### config.mk
export PLATFORM = sky130hd
export DESIGN_NAME = ltsm_sb_handshake_engine
export DESIGN_NICKNAME = d
export VERILOG_FILES = /design/src/rtl/ltsm_sb_handshake_engine.sv
export SDC_FILE = /design/constraint.sdc
export NUM_CORES = 1
export LEC_CHECK = 0
export ABC_CLOCK_PERIOD_IN_PS = 1650
export CAP_MARGIN = 20
export CELL_PAD_IN_SITES_DETAIL_PLACEMENT = 1
export CELL_PAD_IN_SITES_GLOBAL_PLACEMENT = 2
export CORE_MARGIN = 5
export CORE_UTILIZATION = 34
export CTS_CLUSTER_DIAMETER = 120
export DETAILED_ROUTE_END_ITERATION = 8
export DONT_BUFFER_PORTS = 1
export PLACE_DENSITY_LB_ADDON = 0.12
export REMOVE_ABC_BUFFERS = 1
export SLEW_MARGIN = 20
export SYNTH_ARGS = -nofsm -noshare
export SYNTH_HDL_FRONTEND = slang
export SYNTH_SLANG_ARGS = --single-unit
### constraint.sdc
create_clock -name i_clk -period 1.65 [get_ports i_clk]
set_input_delay 0 -clock i_clk [delete_from_list [all_inputs] [get_ports i_clk]]
set_output_delay 0 -clock i_clk [all_outputs]
set_load 0.005 [all_outputs]
### src/rtl/ltsm_sb_handshake_engine.sv
// Sideband REQ/RESP handshake engine: local module FSM and remote partner FSM share one TX port,
// with REQ resend on missing RESP, an overall timeout and re-answering of duplicate partner REQs.
module ltsm_sb_handshake_engine #(
  parameter int unsigned SB_MSG_WIDTH = 4,
  parameter logic [SB_MSG_WIDTH-1:0] REQ_CODE = SB_MSG_WIDTH'(1),
  parameter logic [SB_MSG_WIDTH-1:0] RESP_CODE = SB_MSG_WIDTH'(2),
  parameter int unsigned RESEND_CYCLES = 64,
  parameter int unsigned MAX_RETRY = 3,
  parameter int unsigned TIMEOUT_CYCLES = 1024,
  localparam int unsigned RETRY_W = (MAX_RETRY > 0) ? $clog2(MAX_RETRY + 1) : 1
) (
  input  logic                    i_clk,
  input  logic                    i_rst,
  input  logic                    i_hs_en,
  input  logic                    i_rx_msg_valid,
  input  logic [SB_MSG_WIDTH-1:0] i_rx_sb_msg,
  input  logic                    i_falling_edge_busy,
  output logic [SB_MSG_WIDTH-1:0] o_tx_sb_msg,
  output logic                    o_tx_msg_valid,
  output logic                    o_hs_done,
  output logic                    o_hs_timeout,
  output logic [RETRY_W-1:0]      o_retry_cnt
);

  localparam int unsigned RS_W = (RESEND_CYCLES > 1) ? $clog2(RESEND_CYCLES + 1) : 1;
  localparam int unsigned TO_W = (TIMEOUT_CYCLES > 1) ? $clog2(TIMEOUT_CYCLES + 1) : 1;
  localparam logic [RS_W-1:0] RS_LAST = RS_W'(RESEND_CYCLES - 1);
  localparam logic [TO_W-1:0] TO_LAST = TO_W'(TIMEOUT_CYCLES - 1);
  localparam logic [RETRY_W-1:0] RETRY_MAX = RETRY_W'(MAX_RETRY);

  typedef enum logic [1:0] {MIdle, MReqPend, MWaitResp, MDone} m_state_e;
  typedef enum logic [1:0] {PIdle, PRespPend, PRespSent, PDone} p_state_e;
  typedef enum logic {TIdle, TBusy} t_state_e;

  m_state_e m_q, m_d;
  p_state_e p_q, p_d;
  t_state_e t_q, t_d;
  logic [RS_W-1:0] rs_cnt_q, rs_cnt_d;
  logic [RETRY_W-1:0] retry_q, retry_d;
  logic [TO_W-1:0] to_cnt_q, to_cnt_d;
  logic [SB_MSG_WIDTH-1:0] tx_msg_q, tx_msg_d;
  logic en_q, p_seen_q, p_seen_d, done_q, done_d, timeout_q, timeout_d, tx_valid_q, tx_valid_d;
  logic rx_req, rx_resp, rise, p_done_evt, timeout_set, can_grant;
  logic resp_want, req_want, grant_resp, grant_req;

  assign rx_req     = i_rx_msg_valid && (i_rx_sb_msg == REQ_CODE);
  assign rx_resp    = i_rx_msg_valid && (i_rx_sb_msg == RESP_CODE);
  assign rise       = i_hs_en && !en_q;
  assign p_done_evt = (p_q == PRespSent) && (t_q == TBusy) && i_falling_edge_busy;

  // Done is derived from pre-grant state so the timeout gate below never depends on a grant.
  assign done_d = ((m_q == MDone) || ((m_q == MWaitResp) && rx_resp)) &&
                  (p_seen_q || p_done_evt);
  assign timeout_set = !done_q && !timeout_q && !done_d && (to_cnt_q == TO_LAST);

  // A live RX REQ counts as a pending RESP so it is granted in the same cycle it arrives.
  assign can_grant  = (t_q == TIdle) && !timeout_q && !timeout_set;
  assign resp_want  = (p_q == PRespPend) || (rx_req && ((p_q == PIdle) || (p_q == PDone)));
  assign req_want   = (m_q == MReqPend);
  assign grant_resp = can_grant && resp_want;
  assign grant_req  = can_grant && req_want && !resp_want;

  always_comb begin
    m_d        = m_q;
    p_d        = p_q;
    t_d        = t_q;
    rs_cnt_d   = rs_cnt_q;
    retry_d    = retry_q;
    p_seen_d   = p_seen_q;
    tx_msg_d   = tx_msg_q;
    tx_valid_d = 1'b0;
    to_cnt_d   = to_cnt_q;
    timeout_d  = timeout_q | timeout_set;

    unique case (m_q)
      MIdle:     if (rise) m_d = MReqPend;
      MReqPend: begin
        if (grant_req) begin
          m_d      = MWaitResp;
          rs_cnt_d = '0;
        end
      end
      MWaitResp: begin
        if (rx_resp) begin
          m_d = MDone;
        end else if (rs_cnt_q == RS_LAST) begin
          if (retry_q < RETRY_MAX) begin
            m_d     = MReqPend;
            retry_d = retry_q + RETRY_W'(1);
          end
        end else begin
          rs_cnt_d = rs_cnt_q + RS_W'(1);
        end
      end
      default:   m_d = MDone;
    endcase

    unique case (p_q)
      PIdle, PDone: if (rx_req) p_d = grant_resp ? PRespSent : PRespPend;
      PRespPend:    if (grant_resp) p_d = PRespSent;
      default: begin
        if (p_done_evt) begin
          p_d      = PDone;
          p_seen_d = 1'b1;
        end
      end
    endcase

    unique case (t_q)
      TIdle: begin
        if (grant_resp || grant_req) begin
          t_d        = TBusy;
          tx_valid_d = 1'b1;
          tx_msg_d   = grant_resp ? RESP_CODE : REQ_CODE;
        end
      end
      default: if (i_falling_edge_busy) t_d = TIdle;
    endcase

    if (!done_q && !timeout_q) to_cnt_d = to_cnt_q + TO_W'(1);
  end

  // Dropping enable clears everything exactly like reset.
  always_ff @(posedge i_clk) begin
    if (i_rst || !i_hs_en) begin
      en_q       <= 1'b0;
      m_q        <= MIdle;
      p_q        <= PIdle;
      t_q        <= TIdle;
      rs_cnt_q   <= '0;
      retry_q    <= '0;
      to_cnt_q   <= '0;
      p_seen_q   <= 1'b0;
      done_q     <= 1'b0;
      timeout_q  <= 1'b0;
      tx_msg_q   <= '0;
      tx_valid_q <= 1'b0;
    end else begin
      en_q       <= 1'b1;
      m_q        <= m_d;
      p_q        <= p_d;
      t_q        <= t_d;
      rs_cnt_q   <= rs_cnt_d;
      retry_q    <= retry_d;
      to_cnt_q   <= to_cnt_d;
      p_seen_q   <= p_seen_d;
      done_q     <= done_d;
      timeout_q  <= timeout_d;
      tx_msg_q   <= tx_msg_d;
      tx_valid_q <= tx_valid_d;
    end
  end

  assign o_tx_sb_msg    = tx_msg_q;
  assign o_tx_msg_valid = tx_valid_q;
  assign o_hs_done      = done_q;
  assign o_hs_timeout   = timeout_q;
  assign o_retry_cnt    = retry_q;

endmodule

# [Word level (Yosys, flattened, before mapping)]
# Cells that the tools add are included.
[word_totals] mem_bits_ro=0 mem_bits_rw=0 output_inout_bits=9 n_memories=0 inputBits=9 register_bits=34 latch_bits=0
[classes] muxes=20 bitwise=4 reduce_logical=42 shifts=0 mul=0 add_sub_neg=3 div=0 order_cmp=1 n_eq_ne=18
[ops] cell="$mux W7" n=3
[ops] cell="$mux W2" n=10
[ops] cell="$logic_and A1 B1 Y1" n=16
[ops] cell="$pmux W7 S2" n=1
[ops] cell="$reduce_and A4 Y1" n=3
[ops] cell="$add A11 B1 Y11 const B" n=1
[ops] cell="$eq A11 B10 Y1 const B" n=1
[ops] cell="$ne A2 B2 Y1 const B" n=5
[ops] cell="$eq A2 B2 Y1 const B" n=4
[ops] cell="$add A7 B1 Y7 const B" n=1
[ops] cell="$eq A7 B6 Y1 const B" n=1
[ops] cell="$logic_not A1 Y1" n=7
[ops] cell="$logic_or A1 B1 Y1" n=6
[ops] cell="$ne A3 B2 Y1 const B" n=2
[ops] cell="$pmux W2 S3" n=1
[ops] cell="$eq A2 B1 Y1 const B" n=2
[ops] cell="$eq A4 B1 Y1 const B" n=1
[ops] cell="$eq A4 B2 Y1 const B" n=1
[ops] cell="$logic_not A2 Y1" n=2
[ops] cell="$mux W1" n=4
[ops] cell="$pmux W2 S2" n=1
[ops] cell="$reduce_and A2 Y1" n=2
[ops] cell="$reduce_or A2 Y1" n=2
[ops] cell="$not A1 Y1" n=3
[ops] cell="8 further kinds" n=8

# [Depth between registers and ports, before layout]
# Gate-level depths: netlist of run 1.
[logic_depth] ltp_word=15 mapped_depth=7 mapped_depth_nobuf=7

# [Worst setup path after synthesis of run 1]
# Ideal clock, no wire load.
[synth_timing] path_kind="register to register" from="register to_cnt_q[0]" to="register p_q[1]" setup_ns=0.116 path_stages_with_launch=7 slack_ns=-0.147 path_buffers=0 t_arrival_ns=1.681 period_less_slack_ns=1.797 cell_sequence="dfxtp_1 ha_1 nand4bb_1 o41a_1 a21oi_1 nor2_1 o211a_1"
[synth_via] elab_chain_cells=8 elab_cells_between_ends=10
[synth_lines] item="start: declaration" line_no="40" source="logic [TO_W-1:0] to_cnt_q, to_cnt_d;"
[synth_lines] item="start signal: assignment" line_no="145" source="to_cnt_q <= to_cnt_d;"
[synth_lines] item="$eq A11 B10 Y1 (*)" line_no="54" source="assign timeout_set = !done_q && !timeout_q && !done_d && (to_cnt_q == TO_LAST);"
[synth_lines] item="$logic_and A1 B1 Y1 (*)" line_no="54"
[synth_lines] item="$logic_not A1 Y1 (*)" line_no="57" source="assign can_grant = (t_q == TIdle) && !timeout_q && !timeout_set;"
[synth_lines] item="$logic_and A1 B1 Y1 (*)" line_no="57"
[synth_lines] item="$logic_and A1 B1 Y1 (*)" line_no="60" source="assign grant_resp = can_grant && resp_want;"
[synth_lines] item="$mux W2 (2 in series)" line_no="99" source="PIdle, PDone: if (rx_req) p_d = grant_resp ? PRespSent : PRespPend;"
[synth_lines] item="$pmux W2 S2" line_no="98" source="unique case (p_q)"
[synth_lines] item="end signal: assignment" line_no="128" source="p_q <= PIdle;"
[synth_lines] item="end signal: assignment" line_no="141" source="p_q <= p_d;"
[synth_lines] item="end: declaration" line_no="36" source="p_state_e p_q, p_d;"
# Every way passes the cells marked *; elsewhere a longest branch is shown, timed or not. The select of a mux whose other input is x is not followed.
# A chain may end at the register's enable or synchronous reset.

# [Final worst setup path of run 1]
[layout_timing] from="register p_q[0]" to="register p_q[1]"
[layout_via] elab_chain_cells=14 elab_cells_between_ends=25
[layout_lines] item="$eq A2 B2 Y1" line_no="49" source="assign p_done_evt = (p_q == PRespSent) && (t_q == TBusy) && i_falling_edge_busy;"
[layout_lines] item="$logic_and A1 B1 Y1 (2 in series)" line_no="49"
[layout_lines] item="$logic_or A1 B1 Y1" line_no="53" source="(p_seen_q || p_done_evt);"
[layout_lines] item="$logic_and A1 B1 Y1" line_no="52" source="assign done_d = ((m_q == MDone) || ((m_q == MWaitResp) && rx_resp)) &&"
[layout_lines] item="$logic_not A1 Y1" line_no="54"
[layout_lines] item="$logic_and A1 B1 Y1 (2 in series)" line_no="54"
[layout_lines] item="$logic_not A1 Y1" line_no="57"
[layout_lines] item="$logic_and A1 B1 Y1" line_no="57"
[layout_lines] item="$logic_and A1 B1 Y1" line_no="60"
[layout_lines] item="$mux W2 (2 in series)" line_no="99"
[layout_lines] item="$pmux W2 S2" line_no="98"
# Parallel ways exist; a longest one is shown, timed or not. The select of a mux whose other input is x is not followed.

==> results of run 1 <==
## logic make-up after synthesis
group,Yosys count,share of synthesized area
other,1,0.002445
buffers and inverters,18,0.04975
and+or+nand+nor,71,0.2439
AOI/OAI and AO/OA,37,0.1688
DFF,32,0.4176
adders and majority gates,6,0.04894
xor gates and xnor gates,12,0.06851
## where the power goes
group | internal, mW | switching [mW] | leakage, nW
clock | 0.371 | 0.274 | 0.0503
combinational | 0.0465 | 0.0566 | 0.455
sequential | 0.780 | 0.00625 | 0.261
## area by class of cell
type / instances / area, µm²
inverter: 11 / 43.79
timing repair buffer: 35 / 279.0
clock buffer: 7 / 96.34
tap: 52 / 65.06
sequential: 32 / 648.1
fill: 524 / 2250
multi-input combinational: 128 / 972.2
## stage by stage
| stage | worst slack (ns) | TNS, ns | power (mW) | std cells | hold WS (ns) |
|---|---|---|---|---|---|
| after global placement | -0.08171 | -0.4954 | 0.8851 | 252 | 0.1985 |
| after floorplan | -0.1472 | -0.4559 | 0.8514 | 171 | 0.1882 |
| after global routing | -0.1244 | -0.8164 | 1.610 | 265 | 0.1075 |
| after detailed placement | -0.1316 | -0.9517 | 0.8873 | 252 | 0.1978 |
| after CTS | -0.03966 | -0.2008 | 1.546 | 262 | 0.06145 |
| final | -0.04197 | -0.09632 | 1.534 | 265 | 0.09501 |
## routing by layer
layer	vias up	wire, µm	track usage
met1	670	1803	0.1611
met3	8	130	0.03513
met2	16	2125	0.2576
met5	-	0	0
li1	695	-	-
met4	0	54	0.06186
## flip-flops by register name, indices dropped and copies added, names as in the netlist, 2 cells and up
register,flops
to_cnt_q,11
rs_cnt_q,7
m_q,2
o_retry_cnt,2
o_tx_sb_msg,2
p_q,2
## worst min-delay path: stages
cell and delay, ns:
or3_4 0.11, and2_4 0.16, a2111oi_2 0.06
## worst paths after layout
check        slack (ns)                         to  cells past startpoint                   from
max               -0.04        p_q[1]$_SDFFE_PN0P_                      8    p_q[0]$_SDFFE_PN0P_
min reg2reg        0.50      p_seen_q$_SDFFE_PN0P_                      2  p_seen_q$_SDFFE_PN0P_
max reg2reg       -0.04        p_q[1]$_SDFFE_PN0P_                      8    p_q[0]$_SDFFE_PN0P_
min                 0.1  o_tx_msg_valid$_SDFF_PP0_                      3         i_rx_sb_msg[1]
## cells in the final DEF, fill, tap and decap left out, types with 2 or more instances in the layout
cell type / n
conb_1: 2
clkbuf_8: 7
ha_1: 2
nand2_1: 10
o21ai_1: 2
buf_6: 3
nand2_2: 2
dfxtp_1: 28
xnor2_1: 5
a21oi_2: 5
dfxtp_2: 3
nor3_2: 2
nor2_1: 20
o211ai_1: 3
nand3_2: 2
nand3_1: 6
a21oi_1: 5
dlygate4sd3_1: 2
inv_1: 8
ha_4: 4
buf_4: 30
nand2b_1: 5
o21a_1: 2
xor2_1: 7
a31oi_1: 2
o21ai_0: 4
nand4_1: 5
and3_1: 2
## repair_timing
item / 4_1_cts / 5_1_grt
gates resized for setup: 19 / 23
hold buffers: 2 / 0
endpoints found under the hold margin: 2 / 0
setup endpoints to repair: 12 / 16
buffers inserted: 1 / 3
gates cloned: 0 / 0
pin swaps: 8 / 7
==> out/qor.yml, run 1 <==
cts:
  htree_num_levels: 2
  numCtsBuffers: 5
  clock_sinks: 32
  cts.clk_slew.worst_paths_ns: 0.06
  clk_latency_ns: 0.28
  cts-root-buf: "clkbuf_8"
  cts_tree: "yes"
  cts_buffer_depth: 2
synth:
  async_reset_ff_frac: 0
  syn-instance-count: 177
  ys_seq_area_frac: 0.4176
  synth_top_area_frac: 0.4176
  synth-edff-count: 0
  syn_area_mm2: 0.001534
  synth_top_flop_cell: "dfxtp_1"
  synthTopCellsByCount: "dfxtp_1, nor2_1, nand2_1, inv_1, a21oi_1"
  synth_top_area_cell: "dfxtp_1"
  avgSynthCellArea_um2: 8.667
  yosysWarnings: 0
  synth_cell_type_count: 47
  synth-seq-cells: 32
  yosysMostFrequentCell: "dfxtp_1"
  synth_area_leaders: "dfxtp_1, nor2_1, ha_1, xor2_1, nand2_1"
sta:
  finalCriticalPeriod_ns: 1.692
  slew_violations: 0
  timing.final.crit_share: 1.025
  fin_worst_skew_ns: 0.003186
  rsz0062_at_grt: "true"
  fmaxAchievable_ghz: 0.5910
  timing.final.ws_setup_ns: -0.04197
  hold_viol_final: 0
  setup_viol: 5
grt:
  grt_max_degree: 17
  grt_antenna_before_repair: 0
  groute.usage.overall: 0.1446
  grt_pass1_vias: 1517
  grt_pass1_wl_um: 7079
  grt-ovfl-total: 0
min_path:
  hp-class: "in -> reg"
run:
  drv_cap: 0
routing:
  ant_nets: 0
  first_pass_iters: 4
  route.detailed.drc: 0
  vias_per_cell: 5.242
  num_vias: 1389
  drt-total-wl_um: 4113
  wl_per_cell_um: 15.52
  drt_iter0_drc: 52
floorplanning:
  die_width_um: 77.17
  die_y_um: 77.17
  num_rows: 24
  coreArea_mm2: 0.004354
  boundaryPins: 18
  start_util: 0.3523
  die_area_mm2: 0.005955
critical_path:
  path_max_fanout: 3
  critPathBufInv: 2
  startpoint_type: "register"
  worst-setup-path-type: "reg -> reg"
  critical-path-max-stage-delay_ns: 0.35
  worstPathRequired_ns: 1.82
  cp_cell_sequence: "inv_4, ha_4, nand2_4, or3_4, buf_6, nor3_4, a21oi_2, o211a_1"
  crit_family: "simple AND/OR/NAND/NOR gates"
  cp.arrival_ns: 1.86
  cpMaxStageDelayCell: "dfxtp_2"
  cp-end-kind: "register"
placed_design:
  dp_hpwl_um: 2978
  port_buffers: 0
  placed_cell_area_mm2: 0.001785
  gp_congestion: 0.8668
layout:
  areaGrowthSynthToFinish_pct: 37.19
  diodes: 0
  nNetsFinal: 228
  final_area_mm2: 0.002105
  drive_gt1_frac: 0.3474
  post-route-util: 0.4833
power_and_ir_drop:
  p_leak_nw: 0.7663
  peakVddDrop_mv: 0.3888
  power_density_mw_per_mm2: 729.0
run_status:
  outcome: "finished with violations"
  violations: "setup timing"
No activity file was read; power rests on OpenSTA's default activity.
==> run 2: changes to the inputs <==
Settings changed: CORE_ASPECT_RATIO set to 0.75.
==> out/qor.yml, run 2 (same netlist as run 1, synthesis figures left out) <==
run_status:
  outcome: "finished with violations"
  violations: "setup timing"
cts:
  cts_tree: "yes"
  cts_buffer_depth: 2  # unchanged
  cts-root-buf: "clkbuf_8"
  clock_sinks: 32  # unchanged
  clk_latency_ns: 0.28  # about the same
  htree_num_levels: 2  # unchanged
  numCtsBuffers: 5  # unchanged
  cts.clk_slew.worst_paths_ns: 0.07  # about the same
power_and_ir_drop:
  sequentialPowerShare: 0.517  # +0.005
  power_density_mw_per_mm2: 728.5  # about the same
  p_clk_frac: 0.415  # -0.005
  power_switching_mw: 0.3611  # +7.2%
  p_leak_nw: 0.7752  # +1.2%
  p_comb_frac: 0.068  # about the same
  p_int_mw: 1.162  # -2.9%
  swShare: 0.2371  # +0.01755
  peakVddDrop_mv: 0.4082  # +5.0%
grt:
  grt_antenna_before_repair: 0  # unchanged
  grt-ovfl-total: 0  # unchanged
  grt_pass1_wl_um: 7127  # +0.68%
  grt_pass1_vias: 1519  # +0.13%
  grt_use_met2: 0.2594  # +0.001823
  use_met1: 0.1928  # +0.03167
  groute.usage.overall: 0.1547  # +0.01007
  busiest_layer: "met2"
  grt_max_degree: 12  # -5
  grt_use_met3: 0.04693  # +0.01180
routing:
  drt_iter0_drc: 33  # -37%
  route.detailed.drc: 0  # unchanged
  ant_nets: 0  # unchanged
  num_vias: 1403  # +1.0%
  wl_per_cell_um: 15.68  # +0.99%
  vias_per_cell: 5.120  # -2.3%
  drt-total-wl_um: 4295  # +4.4%
  first_pass_iters: 5  # +1
layout:
  diodes: 0  # unchanged
  nNetsFinal: 231  # +1.3%
  largestRegisters: "to_cnt_q x11, rs_cnt_q x7"
  drive_gt1_frac: 0.3272  # -0.02023
  final_cell_mix: "buf_4, dfxtp_1, nor2_1, nand2_1, inv_1"
  regMostFlops: "to_cnt_q"
  multi_input_area_um2: 943.4  # -3.0%
  seq_area_um2: 648.1  # unchanged
  areaGrowthSynthToFinish_pct: 36.30
  fillers: 529  # +0.95%
  largest_register_ff_count: 11  # unchanged
  layout_commonest_cell: "buf_4"
  final_area_mm2: 0.002091  # -0.65%
sta:
  setup_tns_ns: -0.1344  # -0.03804 ns
  timing.final.crit_share: 1.035  # +0.009818
  timing.final.ws_setup_ns: -0.05816  # -0.01620 ns
  rsz0062_at_grt: "true"
  slew_violations: 0  # unchanged
  setup_viol: 7  # +2
  fin_worst_skew_ns: 0.006455  # +0.003270 ns
  hold_viol_final: 0  # unchanged
  finalCriticalPeriod_ns: 1.708  # +0.01620 ns
  fmaxAchievable_ghz: 0.5854  # -0.95%
critical_path:
  worst-setup-path-type: "reg -> reg"
  startpoint_type: "register"
  cp_cell_sequence: "ha_4, nand4bb_1, o41a_1, a21oi_1, buf_4, nor2_2, o211a_1"
  cp.arrival_ns: 1.88  # +0.02 ns
  worstPathRequired_ns: 1.82  # about the same
  critical-path-max-stage-delay_ns: 0.39  # +0.04 ns
  cpMaxStageDelayCell: "o41a_1"
  path_max_fanout: 6  # +3
  cp-end-kind: "register"
placed_design:
  port_buffers: 0  # unchanged
  placed_cell_area_mm2: 0.001799  # +0.77%
  gp_congestion: 0.7801  # -10%
  dp_hpwl_um: 3161  # +6.2%
floorplanning:
  die_width_um: 87.56  # +13%
  die_y_um: 68.17  # -12%
  coreArea_mm2: 0.004414  # +1.4%
  start_util: 0.3475  # -0.004793
  die_area_mm2: 0.005969  # +0.23%
  boundaryPins: 18  # unchanged
  num_rows: 21  # -13%
min_path:
  hp-class: "in -> reg"
run:
  drv_cap: 0  # unchanged
run 2: per-layer routing:
metal	up-vias	wire (µm)	share of wire
met5	-	0	0
met1	674	2009	0.47
met2	27	2079	0.48
met3	2	199	0.046
met4	0	6	0.0014
li1	700	-	-
run 2: worst paths after layout:
kind,endpoint,startpoint,cells past startpoint,slack [ns]
max,p_q[1]$_SDFFE_PN0P_,to_cnt_q[1]$_SDFFE_PN0P_,7,-0.06
min,o_hs_done$_SDFF_PN0_,i_falling_edge_busy,2,0.04
max reg2reg,p_q[1]$_SDFFE_PN0P_,to_cnt_q[1]$_SDFFE_PN0P_,7,-0.06
min reg2reg,o_retry_cnt[1]$_SDFFE_PN0P_,o_retry_cnt[1]$_SDFFE_PN0P_,2,0.51
run 2: critical path, delay by kind of cell, from the launching register on:
kind / cells / cell delay (ns)
AO/OA/AOI/OAI: 3 / 0.75
adder cells (fa/ha/maj): 1 / 0.14
buffers and inverters: 1 / 0.16
flip-flops: 1 / 0.36
AND/OR/NAND/NOR: 2 / 0.18
run 2: area by class of cell:
class / instances / share of cell area
clock buffers: 6 / 0.03950
clock inverters: 2 / 0.004788
inverters: 11 / 0.01975
multi-input cells: 128 / 0.4512
flip-flops and latches: 32 / 0.3100
well taps: 57 / 0.03411
repair buffers: 38 / 0.1406
run 2: stage by stage:
| stage | setup slack (ns) | hold WS, ns | util | power [mW] | cells |
|---|---|---|---|---|---|
| final | -0.05816 | 0.04412 | 0.4736 | 1.523 | 274 |
| after global routing | -0.1440 | 0.03328 | 0.4736 | 1.590 | 274 |
| after CTS | -0.05175 | 0.03191 | 0.4524 | 1.541 | 271 |
| after detailed placement | -0.2006 | 0.2013 | 0.4076 | 0.8900 | 258 |
| after global placement | -0.07993 | 0.1962 | 0.4076 | 0.8864 | 258 |
| after floorplan | -0.1472 | 0.1882 | - | 0.8514 | 171 |
run 2: power groups by stage:
| stage | logic (mW) | clock network, mW | registers [mW] |
|---|---|---|---|
| 6_report | 0.104 | 0.631 | 0.787 |
| 5_1_grt | 0.114 | 0.688 | 0.788 |
| 4_1_cts | 0.0969 | 0.657 | 0.787 |
| 3_5_place_dp | 0.0870 | 0 | 0.803 |
| 3_3_place_gp | 0.0841 | 0 | 0.802 |
| 2_1_floorplan | 0.0478 | 0 | 0.804 |
run 2: timing repair:
item                       CTS  global route
hold endpoints to repair     2             0
gates resized for setup     17            13
pin swaps                    5             2
hold buffers                 2             0
buffers inserted             3             3
setup endpoints to repair   15            16
